<file path="config.mk">
export PLATFORM = sky130hd
export DESIGN_NAME = vga_fb_reader
export DESIGN_NICKNAME = d
export VERILOG_FILES = /design/src/rtl/vga_fb_reader.sv
export SDC_FILE = /design/constraint.sdc
export NUM_CORES = 1
export LEC_CHECK = 0
export BUFFER_PORTS_ARGS = -buffer_cell sky130_fd_sc_hd__buf_2
export CAP_MARGIN = 15
export CORE_MARGIN = 2
export CORE_UTILIZATION = 52
export DETAILED_ROUTE_END_ITERATION = 8
export GPL_ROUTABILITY_DRIVEN = 0
export PLACE_DENSITY = 0.85
export SYNTH_ARGS = -nofsm -noshare
export SYNTH_HDL_FRONTEND = slang
export SYNTH_SLANG_ARGS = --single-unit
</file>
<file path="constraint.sdc">
create_clock -name clk -period 2.1 [get_ports clk]
set_input_delay 0.42 -clock clk [delete_from_list [all_inputs] [get_ports clk]]
set_output_delay 0.42 -clock clk [all_outputs]
set_load 0.005 [all_outputs]
</file>
<file path="src/rtl/vga_fb_reader.sv">
`default_nettype none
// +----------------------------------------------------------------------------+
// | vga_fb_reader: 640x480@60 VGA scan-out of a 320x240 BRAM frame buffer with  |
// | SCALE x SCALE upscale. Optional white test border: FB_TEST_BORDER_EN.       |
// | Revision: 1.0                                                               |
// +----------------------------------------------------------------------------+
module vga_fb_reader #(
  parameter int H_VISIBLE  = 640,
  parameter int H_FRONT    = 16,
  parameter int H_SYNC     = 96,
  parameter int H_BACK     = 48,
  parameter int V_VISIBLE  = 480,
  parameter int V_FRONT    = 10,
  parameter int V_SYNC     = 2,
  parameter int V_BACK     = 33,
  parameter int COLUMNS    = 320,
  parameter int SCALE      = 2,
  parameter int ADDR_WIDTH = 17,
  parameter int DATA_WIDTH = 12
) (
  input  logic                  clk,
  input  logic                  rst,
  input  logic                  i_pix_en,
  output logic [ADDR_WIDTH-1:0] o_rd_addr,
  input  logic [DATA_WIDTH-1:0] i_rd_data,
  output logic                  o_hsync,
  output logic                  o_vsync,
  output logic [3:0]            o_red,
  output logic [3:0]            o_green,
  output logic [3:0]            o_blue,
  output logic                  o_frame_start
);

  localparam int H_TOTAL = H_VISIBLE + H_FRONT + H_SYNC + H_BACK;
  localparam int V_TOTAL = V_VISIBLE + V_FRONT + V_SYNC + V_BACK;
  localparam int H_W     = $clog2(H_TOTAL);
  localparam int V_W     = $clog2(V_TOTAL);
  localparam int SUB_W   = (SCALE > 1) ? $clog2(SCALE) : 1;

  localparam logic [H_W-1:0]        c_h_vis      = H_W'(H_VISIBLE);
  localparam logic [H_W-1:0]        c_h_vis_last = H_W'(H_VISIBLE - 1);
  localparam logic [H_W-1:0]        c_h_last     = H_W'(H_TOTAL - 1);
  localparam logic [H_W-1:0]        c_hs_start   = H_W'(H_VISIBLE + H_FRONT);
  localparam logic [H_W-1:0]        c_hs_end     = H_W'(H_VISIBLE + H_FRONT + H_SYNC);
  localparam logic [V_W-1:0]        c_v_vis      = V_W'(V_VISIBLE);
  localparam logic [V_W-1:0]        c_v_vis_last = V_W'(V_VISIBLE - 1);
  localparam logic [V_W-1:0]        c_v_last     = V_W'(V_TOTAL - 1);
  localparam logic [V_W-1:0]        c_vs_start   = V_W'(V_VISIBLE + V_FRONT);
  localparam logic [V_W-1:0]        c_vs_end     = V_W'(V_VISIBLE + V_FRONT + V_SYNC);
  localparam logic [SUB_W-1:0]      c_sub_last   = SUB_W'(SCALE - 1);
  localparam logic [ADDR_WIDTH-1:0] c_cols       = ADDR_WIDTH'(COLUMNS);

  logic [H_W-1:0]        h_cnt_q, h_cnt_d;
  logic [V_W-1:0]        v_cnt_q, v_cnt_d;
  logic [SUB_W-1:0]      h_sub_q, h_sub_d;
  logic [SUB_W-1:0]      v_sub_q, v_sub_d;
  logic [ADDR_WIDTH-1:0] fb_col_q, fb_col_d;
  logic [ADDR_WIDTH-1:0] row_base_q, row_base_d;
  logic [ADDR_WIDTH-1:0] rd_addr_q, rd_addr_d;
  logic                  active1_q, active1_d;
  logic                  hs1_q, hs1_d;
  logic                  vs1_q, vs1_d;
  logic [11:0]           rgb_q, rgb_d;
  logic                  hsync_q, hsync_d;
  logic                  vsync_q, vsync_d;
  logic                  frame_start_q, frame_start_d;
`ifdef FB_TEST_BORDER_EN
  logic                  border1_q, border1_d;
`endif

  logic w_h_vis, w_v_vis, w_active, w_hs, w_vs;
  assign w_h_vis  = (h_cnt_q < c_h_vis);
  assign w_v_vis  = (v_cnt_q < c_v_vis);
  assign w_active = w_h_vis && w_v_vis;
  assign w_hs     = (h_cnt_q >= c_hs_start) && (h_cnt_q < c_hs_end);
  assign w_vs     = (v_cnt_q >= c_vs_start) && (v_cnt_q < c_vs_end);

  always_comb begin
    h_cnt_d       = h_cnt_q;
    v_cnt_d       = v_cnt_q;
    h_sub_d       = h_sub_q;
    v_sub_d       = v_sub_q;
    fb_col_d      = fb_col_q;
    row_base_d    = row_base_q;
    rd_addr_d     = rd_addr_q;
    active1_d     = active1_q;
    hs1_d         = hs1_q;
    vs1_d         = vs1_q;
    rgb_d         = rgb_q;
    hsync_d       = hsync_q;
    vsync_d       = vsync_q;
    frame_start_d = 1'b0;
`ifdef FB_TEST_BORDER_EN
    border1_d     = border1_q;
`endif
    if (i_pix_en) begin
      // Address is only sampled while visible, so it holds through blanking
      if (w_active) rd_addr_d = row_base_q + fb_col_q;
      active1_d = w_active;
      hs1_d     = w_hs;
      vs1_d     = w_vs;
      hsync_d   = ~hs1_q;
      vsync_d   = ~vs1_q;
`ifdef FB_TEST_BORDER_EN
      border1_d = w_active && ((h_cnt_q == '0) || (h_cnt_q == c_h_vis_last) ||
                               (v_cnt_q == '0) || (v_cnt_q == c_v_vis_last));
      rgb_d     = !active1_q ? 12'h000 : (border1_q ? 12'hFFF : i_rd_data[11:0]);
`else
      rgb_d     = active1_q ? i_rd_data[11:0] : 12'h000;
`endif

      if (w_h_vis) begin
        if (h_sub_q == c_sub_last) begin
          h_sub_d  = '0;
          fb_col_d = fb_col_q + 1'b1;
        end else begin
          h_sub_d  = h_sub_q + 1'b1;
        end
      end

      if (h_cnt_q == c_h_last) begin
        h_cnt_d  = '0;
        h_sub_d  = '0;
        fb_col_d = '0;
        if (w_v_vis) begin
          if (v_sub_q == c_sub_last) begin
            v_sub_d    = '0;
            row_base_d = row_base_q + c_cols;
          end else begin
            v_sub_d    = v_sub_q + 1'b1;
          end
        end
        if (v_cnt_q == c_v_last) begin
          v_cnt_d       = '0;
          v_sub_d       = '0;
          row_base_d    = '0;
          frame_start_d = 1'b1;
        end else begin
          v_cnt_d = v_cnt_q + 1'b1;
        end
      end else begin
        h_cnt_d = h_cnt_q + 1'b1;
      end
    end
  end

  always_ff @(posedge clk) begin
    if (rst) begin
      h_cnt_q       <= '0;
      v_cnt_q       <= '0;
      h_sub_q       <= '0;
      v_sub_q       <= '0;
      fb_col_q      <= '0;
      row_base_q    <= '0;
      rd_addr_q     <= '0;
      active1_q     <= 1'b0;
      hs1_q         <= 1'b0;
      vs1_q         <= 1'b0;
      rgb_q         <= 12'h000;
      hsync_q       <= 1'b1;
      vsync_q       <= 1'b1;
      frame_start_q <= 1'b0;
`ifdef FB_TEST_BORDER_EN
      border1_q     <= 1'b0;
`endif
    end else begin
      h_cnt_q       <= h_cnt_d;
      v_cnt_q       <= v_cnt_d;
      h_sub_q       <= h_sub_d;
      v_sub_q       <= v_sub_d;
      fb_col_q      <= fb_col_d;
      row_base_q    <= row_base_d;
      rd_addr_q     <= rd_addr_d;
      active1_q     <= active1_d;
      hs1_q         <= hs1_d;
      vs1_q         <= vs1_d;
      rgb_q         <= rgb_d;
      hsync_q       <= hsync_d;
      vsync_q       <= vsync_d;
      frame_start_q <= frame_start_d;
`ifdef FB_TEST_BORDER_EN
      border1_q     <= border1_d;
`endif
    end
  end

  assign o_rd_addr     = rd_addr_q;
  assign o_hsync       = hsync_q;
  assign o_vsync       = vsync_q;
  assign o_red         = rgb_q[11:8];
  assign o_green       = rgb_q[7:4];
  assign o_blue        = rgb_q[3:0];
  assign o_frame_start = frame_start_q;

endmodule
`default_nettype wire

</file>
==> results of run 1 <==
-- worst max path at each step --
stage / end / slack [ns] / cells after the start
after floorplan: o_rd_addr[16] / 0.11 / 6
after global placement: o_rd_addr[16] / 0.12 / 6
after detailed placement: fb_col_q[16] / 0.03 / 7
after CTS: fb_col_q[16] / 0.02 / 6
after global routing: o_rd_addr[16] / -0.11 / 6
final: o_rd_addr[16] / -0.02 / 6
-- routing by layer --
metal	track usage (%)	wire length [um]
met1	27.58	4178
met2	41.24	4959
met3	5.777	571
met4	8.824	235
met5	0	0
-- what timing repair did --
action                     in CTS  in global routing
setup endpoints to repair       0                 13
resized for setup               0                 11
buffers inserted                0                  2
-- synthesized netlist by cell type (all sizes together) --
library cell  instances  area [um^2]
a2111oi               3        26.28
a211o                 3        26.28
a211oi                6        45.04
a21boi                2        15.01
a21o                  4        37.53
a21oi                36        180.2
a22oi                13        97.59
a311o                 1        10.01
a311oi                3        26.28
a31oi                 2        27.53
a41oi                 1        16.27
and2                  3        18.77
and3                  6        37.54
and3b                 1        8.760
and4                  3        26.28
and4bb                2        28.78
buf                   8        36.28
clkbuf               15        56.30
dfxtp                85         1702
ha                   16        200.2
inv                  15        56.30
mux2i                 2        20.02
nand2                48        180.2
nand3                18        90.09
nand3b                2        15.01
nand4                12        96.34
nand4bb               1        11.26
nor2                 60        225.2
nor3                 11        60.06
nor3b                 3        27.52
nor4                  8        56.30
nor4b                 4        35.03
o21a                  2        15.01
o21ai                15        75.07
o21ba                 1        10.01
o311ai                3        26.28
o31ai                 5        37.54
o41ai                 3        26.28
or2                   2        12.52
or3                   9        56.30
or3b                  1        8.760
or4                   6        45.04
or4b                  1        10.01
xnor2                21        183.9
xor2                 10        87.58
-- sequential cells by signal (all words and copies together), names as in the netlist, 10 cells and up --
name	flops
row_base_q	11
o_rd_addr	17
fb_col_q	17
v_cnt_q	10
rgb_q	12
h_cnt_q	10
-- cells by family (layout without fill, tap and decap cells) --
family | count (synthesis) | in the layout | synth area share (%)
XOR/XNOR | 31 | 31 | 6.638
AO/OA/AOI/OAI | 103 | 103 | 17.07
multiplexers | 2 | 2 | 0.4895
AND/OR/NAND/NOR | 201 | 201 | 25.67
buffers and inverters | 38 | 110 | 3.640
flip-flops | 85 | 85 | 41.60
adder cells (fa/ha/maj) | 16 | 16 | 4.894
-- critical path: stages (launching register included) --
cell,delay [ns]
dfxtp_1,0.42
ha_1,0.31
a311o_1,0.36
a21oi_1,0.26
a2111oi_2,0.10
or3_1,0.32
a311oi_1,0.26
-- stage by stage --
| step | TNS [ns] | instances |
|---|---|---|
| 2_1_floorplan | 0 | 476 |
| 3_3_place_gp | 0 | 633 |
| 3_5_place_dp | 0 | 633 |
| 4_1_cts | 0 | 648 |
| 5_1_grt | -0.1758 | 650 |
| 6_report | -0.01808 | 650 |
-- area by class of cell --
class,instances,area [um^2]
fill,643,2804
multi-input combinational,353,2293
sequential,85,1702
timing repair buffer,80,485.5
tap,102,127.6
clock buffer,9,123.9
clock inverter,6,95.09
inverter,15,56.30
-- report_power, final --
part | switching [mW] | internal (mW)
Sequential | 0.0130 | 1.63
Clock | 0.629 | 0.678
Combinational | 0.0930 | 0.0604
==> metrics.cfg, run 1 <==
[status]
outcome = complete, but fails checks
failed_checks = negative setup slack

[worst_setup_path]
crit_type = reg -> reg
r2r_start = row_base_q[13]
worstSetupEndpointType = flop
setup.worst_path.start = row_base_q[13]
worstPathArrival_ns = 2.40
r2r-end = o_rd_addr[16]
cp_max_fo = 5
rrSetupSlack_ns = -0.02
r2r_cells = 6
cp_data_required_time_ns = 2.38
setup.worst_path.start_class = flop

[detailed_routing]
routed_via_density = 5.905
postRouteAntennaNets = 0
wirelength_um = 9945
wl_per_cell_um = 15.30
first_pass_iters = 5
drt_iter0_drc = 324
drc_errors = 0
via_count = 3838

[timing]
setup_viol = 1
clock.fmax_ghz = 0.4721
worst_pin_slew_ns = 0.6743
holdWs_ns = 0.2772
finClkSkew_ns = 0.01152
finalCriticalPeriod_ns = 2.118
hold_viol = 0
slew_violations = 0
rsz0062_at_grt = true
setup_ws_ns = -0.01808
timing.final.crit_share_pct = 100.9
relSlewSlack_pct = 53.88

[cts]
holdBufCountCts = 0
cts_root_buffer = clkbuf_8
path_clk_slew_ns = 0.09
cts_htree_levels = 3
clk_latency_ns = 0.37
numCtsBuffers = 9
cts.sinks = 85
cts_tree = yes
cts_buffer_depth = 2

[floorplan]
die_height_um = 92.69
core_um2 = 7687
dieWidth_um = 92.69
fp-row-count = 32
io_pins = 47
initial_core_util_pct = 53.21
die-area_um2 = 8591

[power_and_ir_drop]
p_leak_nw = 1.919
ir_worst_vdd_v = 0.0004606
power_density_nw_per_um2 = 635.1
p_total_mw = 3.101

[synthesis]
yosysUniqueCellTypes = 56
syn-num-nets = 507
yosys_warnings = 0
netlist_instances = 476
avgSynthCellArea_um2 = 8.593
synth.yosys.seq_area_share_pct = 41.60
synthesis.area_um2 = 4090
synth-seq-cells = 85

[hold_path]
hold_path.class = in -> reg
hold_start = i_rd_data[5]
whs_path_depth = 3
min_to = rgb_q[5]

[grt]
grt_pass1_vias = 3554
grt_max_degree = 36
track_usage_pct = 23.45
antenna_found_initial = 0
grt.overflow.total = 0
grt_first_pass_wirelength_um = 16120

[placement]
hpwl_um = 7063
numPortBuffers = 46
place_area_um2 = 4596
dp_slack_ns = 0.03303

[run]
maxCapViolations = 0

[cells_and_area]
layout_commonest_cell = dfxtp_1
nets = 575
antenna_cells = 0
layout-drive-gt1-share_pct = 20.62
syn_to_final_growth_pct = 19.39
final_cell_mix = dfxtp_1, nor2_1, nand2_1, buf_2, a21oi_1
fin_util_pct = 63.53
fin_area_um2 = 4883

Power figures use the tool's default switching activity.
==> run 2, diff against run 1 <==
==> constraint.sdc (replaced) <==
create_clock -name clk -period 2.1 [get_ports clk]
set_input_delay 0.21 -clock clk [delete_from_list [all_inputs] [get_ports clk]]
set_output_delay 0.21 -clock clk [all_outputs]
set_load 0.005 [all_outputs]
==> run 2 against run 1 <==
The flow now finishes without violations. Non-clock buffer count up 3. Clock-buffer cell count unchanged. Setup slack better by 0.049 ns. Maximum frequency grew 2.4%. Via count grew 0.96%. Routed wire length is 2.1% higher. Clock power about the same. Hold slack worse by 0.20 ns.
==> metrics.cfg, run 2 (synthesized netlist as in run 1, its figures left out) <==
[cells_and_area]
layout-drive-gt1-share_pct = 20.47  ; -0.15 points
fin_util_pct = 63.54  ; about the same
final_cell_mix = dfxtp_1, nor2_1, nand2_1, buf_2
layout_commonest_cell = dfxtp_1
multi_input_area_um2 = 2261  ; -1.4%
antenna_cells = 0  ; unchanged
fillCellCount = 630  ; -2.0%
syn_to_final_growth_pct = 19.42  ; about the same
seq_area_um2 = 1703  ; about the same
nets = 578  ; +0.52%

[placement]
hpwl_um = 7242  ; +2.5%
numPortBuffers = 46  ; unchanged

[worst_setup_path]
r2r_cells = 6  ; unchanged
r2r_start = fb_col_q[13]
critPathMaxStageDelay_ns = 0.38  ; -0.04 ns
worstSetupEndpointType = flop
cp_data_required_time_ns = 2.38  ; about the same
crit_type = reg -> reg
crit_path_cell_trace = ha_1, a311o_1, a21oi_1, a2111oi_1, or3_1, a311oi_1
cp_max_fo = 5  ; unchanged
cp_slowest_cell = ha_1
worstPathArrival_ns = 2.35  ; -0.05 ns
setup.worst_path.start_class = flop
r2r-end = o_rd_addr[16]
rrSetupSlack_ns = 0.03  ; +0.05 ns

[detailed_routing]
drt_iter0_drc = 238  ; -27%
routed_via_density = 5.925  ; +0.35%
postRouteAntennaNets = 0  ; unchanged
via_count = 3875  ; +0.96%
first_pass_iters = 5  ; unchanged
wirelength_um = 10160  ; +2.1%
drc_errors = 0  ; unchanged
wl_per_cell_um = 15.53  ; +1.5%

[floorplan]
fp-row-count = 32  ; unchanged
dieWidth_um = 92.69  ; unchanged
initial_core_util_pct = 53.21  ; unchanged
die_height_um = 92.69  ; unchanged
core_um2 = 7687  ; unchanged
die-area_um2 = 8591  ; unchanged
io_pins = 47  ; unchanged

[timing]
setup_viol = 0  ; -1
rsz0062_at_grt = true
clock.fmax_ghz = 0.4833  ; +2.4%
relSlewSlack_pct = 62.88  ; +9.0 points
slew_violations = 0  ; unchanged
finClkSkew_ns = 0.01285  ; +0.001324 ns
worst_pin_slew_ns = 0.5428  ; -0.1316 ns
hold_viol = 0  ; unchanged
timing.final.crit_share_pct = 98.54  ; -2.3 points
finalCriticalPeriod_ns = 2.069  ; -0.04883 ns
tns_ns = 0  ; +0.01808 ns

[power_and_ir_drop]
p_sw_share_pct = 23.30  ; -0.40 points
p_leak_nw = 1.903  ; -0.86%
power_frac_clock_pct = 41.7  ; -0.4 points
intPower_mw = 2.359  ; -0.29%
ir_worst_vdd_v = 0.0003943  ; -14%
p_sw_uw = 716.7  ; -2.5%
power_frac_seq_pct = 53.3  ; +0.4 points
p_total_mw = 3.076  ; -0.82%
comb_power_share_pct = 5.0  ; about the same
power_density_nw_per_um2 = 629.7  ; -0.85%

[cts]
holdBufCountCts = 0  ; unchanged
cts.sinks = 85  ; unchanged
cts_htree_levels = 3  ; unchanged
numCtsBuffers = 9  ; unchanged
cts_root_buffer = clkbuf_8
path_clk_slew_ns = 0.09  ; about the same
clk_latency_ns = 0.37  ; about the same
cts_buffer_depth = 2  ; unchanged
cts_tree = yes

[grt]
grt_max_degree = 36  ; unchanged
grt_first_pass_wirelength_um = 16320  ; +1.2%
antenna_found_initial = 0  ; unchanged
grt.overflow.total = 0  ; unchanged
track_usage_pct = 23.76  ; +0.31 points
grt_pass1_vias = 3750  ; +5.5%

[hold_path]
whs_path_depth = 3  ; unchanged
min_to = rgb_q[5]
hold_start = i_rd_data[5]
hold_path.class = in -> reg

[status]
outcome = completed

[run]
maxCapViolations = 0  ; unchanged

## run 2: timing repair
item	in CTS	in global routing
pin swaps	0	1
resized for setup	1	5
setup endpoints to repair	1	7
setup buffers	0	3
## run 2: power groups by stage
stage / logic (mW) / registers, mW / clock network (mW)
global route: 0.170 / 1.64 / 1.36
detailed placement: 0.154 / 1.68 / 0
CTS: 0.154 / 1.64 / 1.30
global placement: 0.146 / 1.68 / 0
floorplan: 0.0866 / 1.68 / 0
finish: 0.154 / 1.64 / 1.28
## run 2: worst max path at each step
| stage | startpoint | to | depth (start not counted) |
|---|---|---|---|
| 6_report | fb_col_q[13] | o_rd_addr[16] | 6 |
| 5_1_grt | fb_col_q[10] | o_rd_addr[13] | 6 |
| 4_1_cts | fb_col_q[12] | o_rd_addr[16] | 6 |
| 3_5_place_dp | fb_col_q[7] | o_rd_addr[16] | 6 |
| 3_3_place_gp | fb_col_q[10] | o_rd_addr[16] | 6 |
| 2_1_floorplan | row_base_q[10] | o_rd_addr[16] | 6 |
## run 2: final cells by class
cell class	count	area share (%)
multi-input cells	353	46.29
repair buffers	83	10.50
well taps	102	2.613
flip-flops and latches	85	34.86
clock inverters	7	2.049
clock buffers	9	2.536
inverters	15	1.153
## run 2: layer usage
layer	wire length [um]	vias to the layer above	part of all wire (%)	GRT usage, %
li1	-	1862	-	-
met4	233	0	2.3	12.38
met3	665	26	6.5	6.021
met1	4199	1832	41	26.09
met2	5060	155	50	42.15
met5	0	-	0	0
## run 2: stage by stage
| stage | cells | hold WS (ns) | worst slack, ns | area (um^2) |
|---|---|---|---|---|
| 2_1_floorplan | 476 | 0.3541 | 0.1083 | 4090 |
| 3_5_place_dp | 635 | 0.4502 | 0.03056 | 4611 |
| 6_report | 654 | 0.07236 | 0.03075 | 4885 |
| 4_1_cts | 651 | 0.06221 | 0.07048 | 4840 |
| 5_1_grt | 654 | 0.07750 | -0.07617 | 4885 |
| 3_3_place_gp | 635 | 0.4383 | 0.09486 | 4611 |
## run 2: worst max-delay path, delay by kind of cell, from the launching register on
| kind | cells | cell delay [ns] |
|---|---|---|
| AO/OA/AOI/OAI | 4 | 0.93 |
| adder cells (fa/ha/maj) | 1 | 0.38 |
| flip-flops | 1 | 0.36 |
| AND/OR/NAND/NOR | 1 | 0.32 |
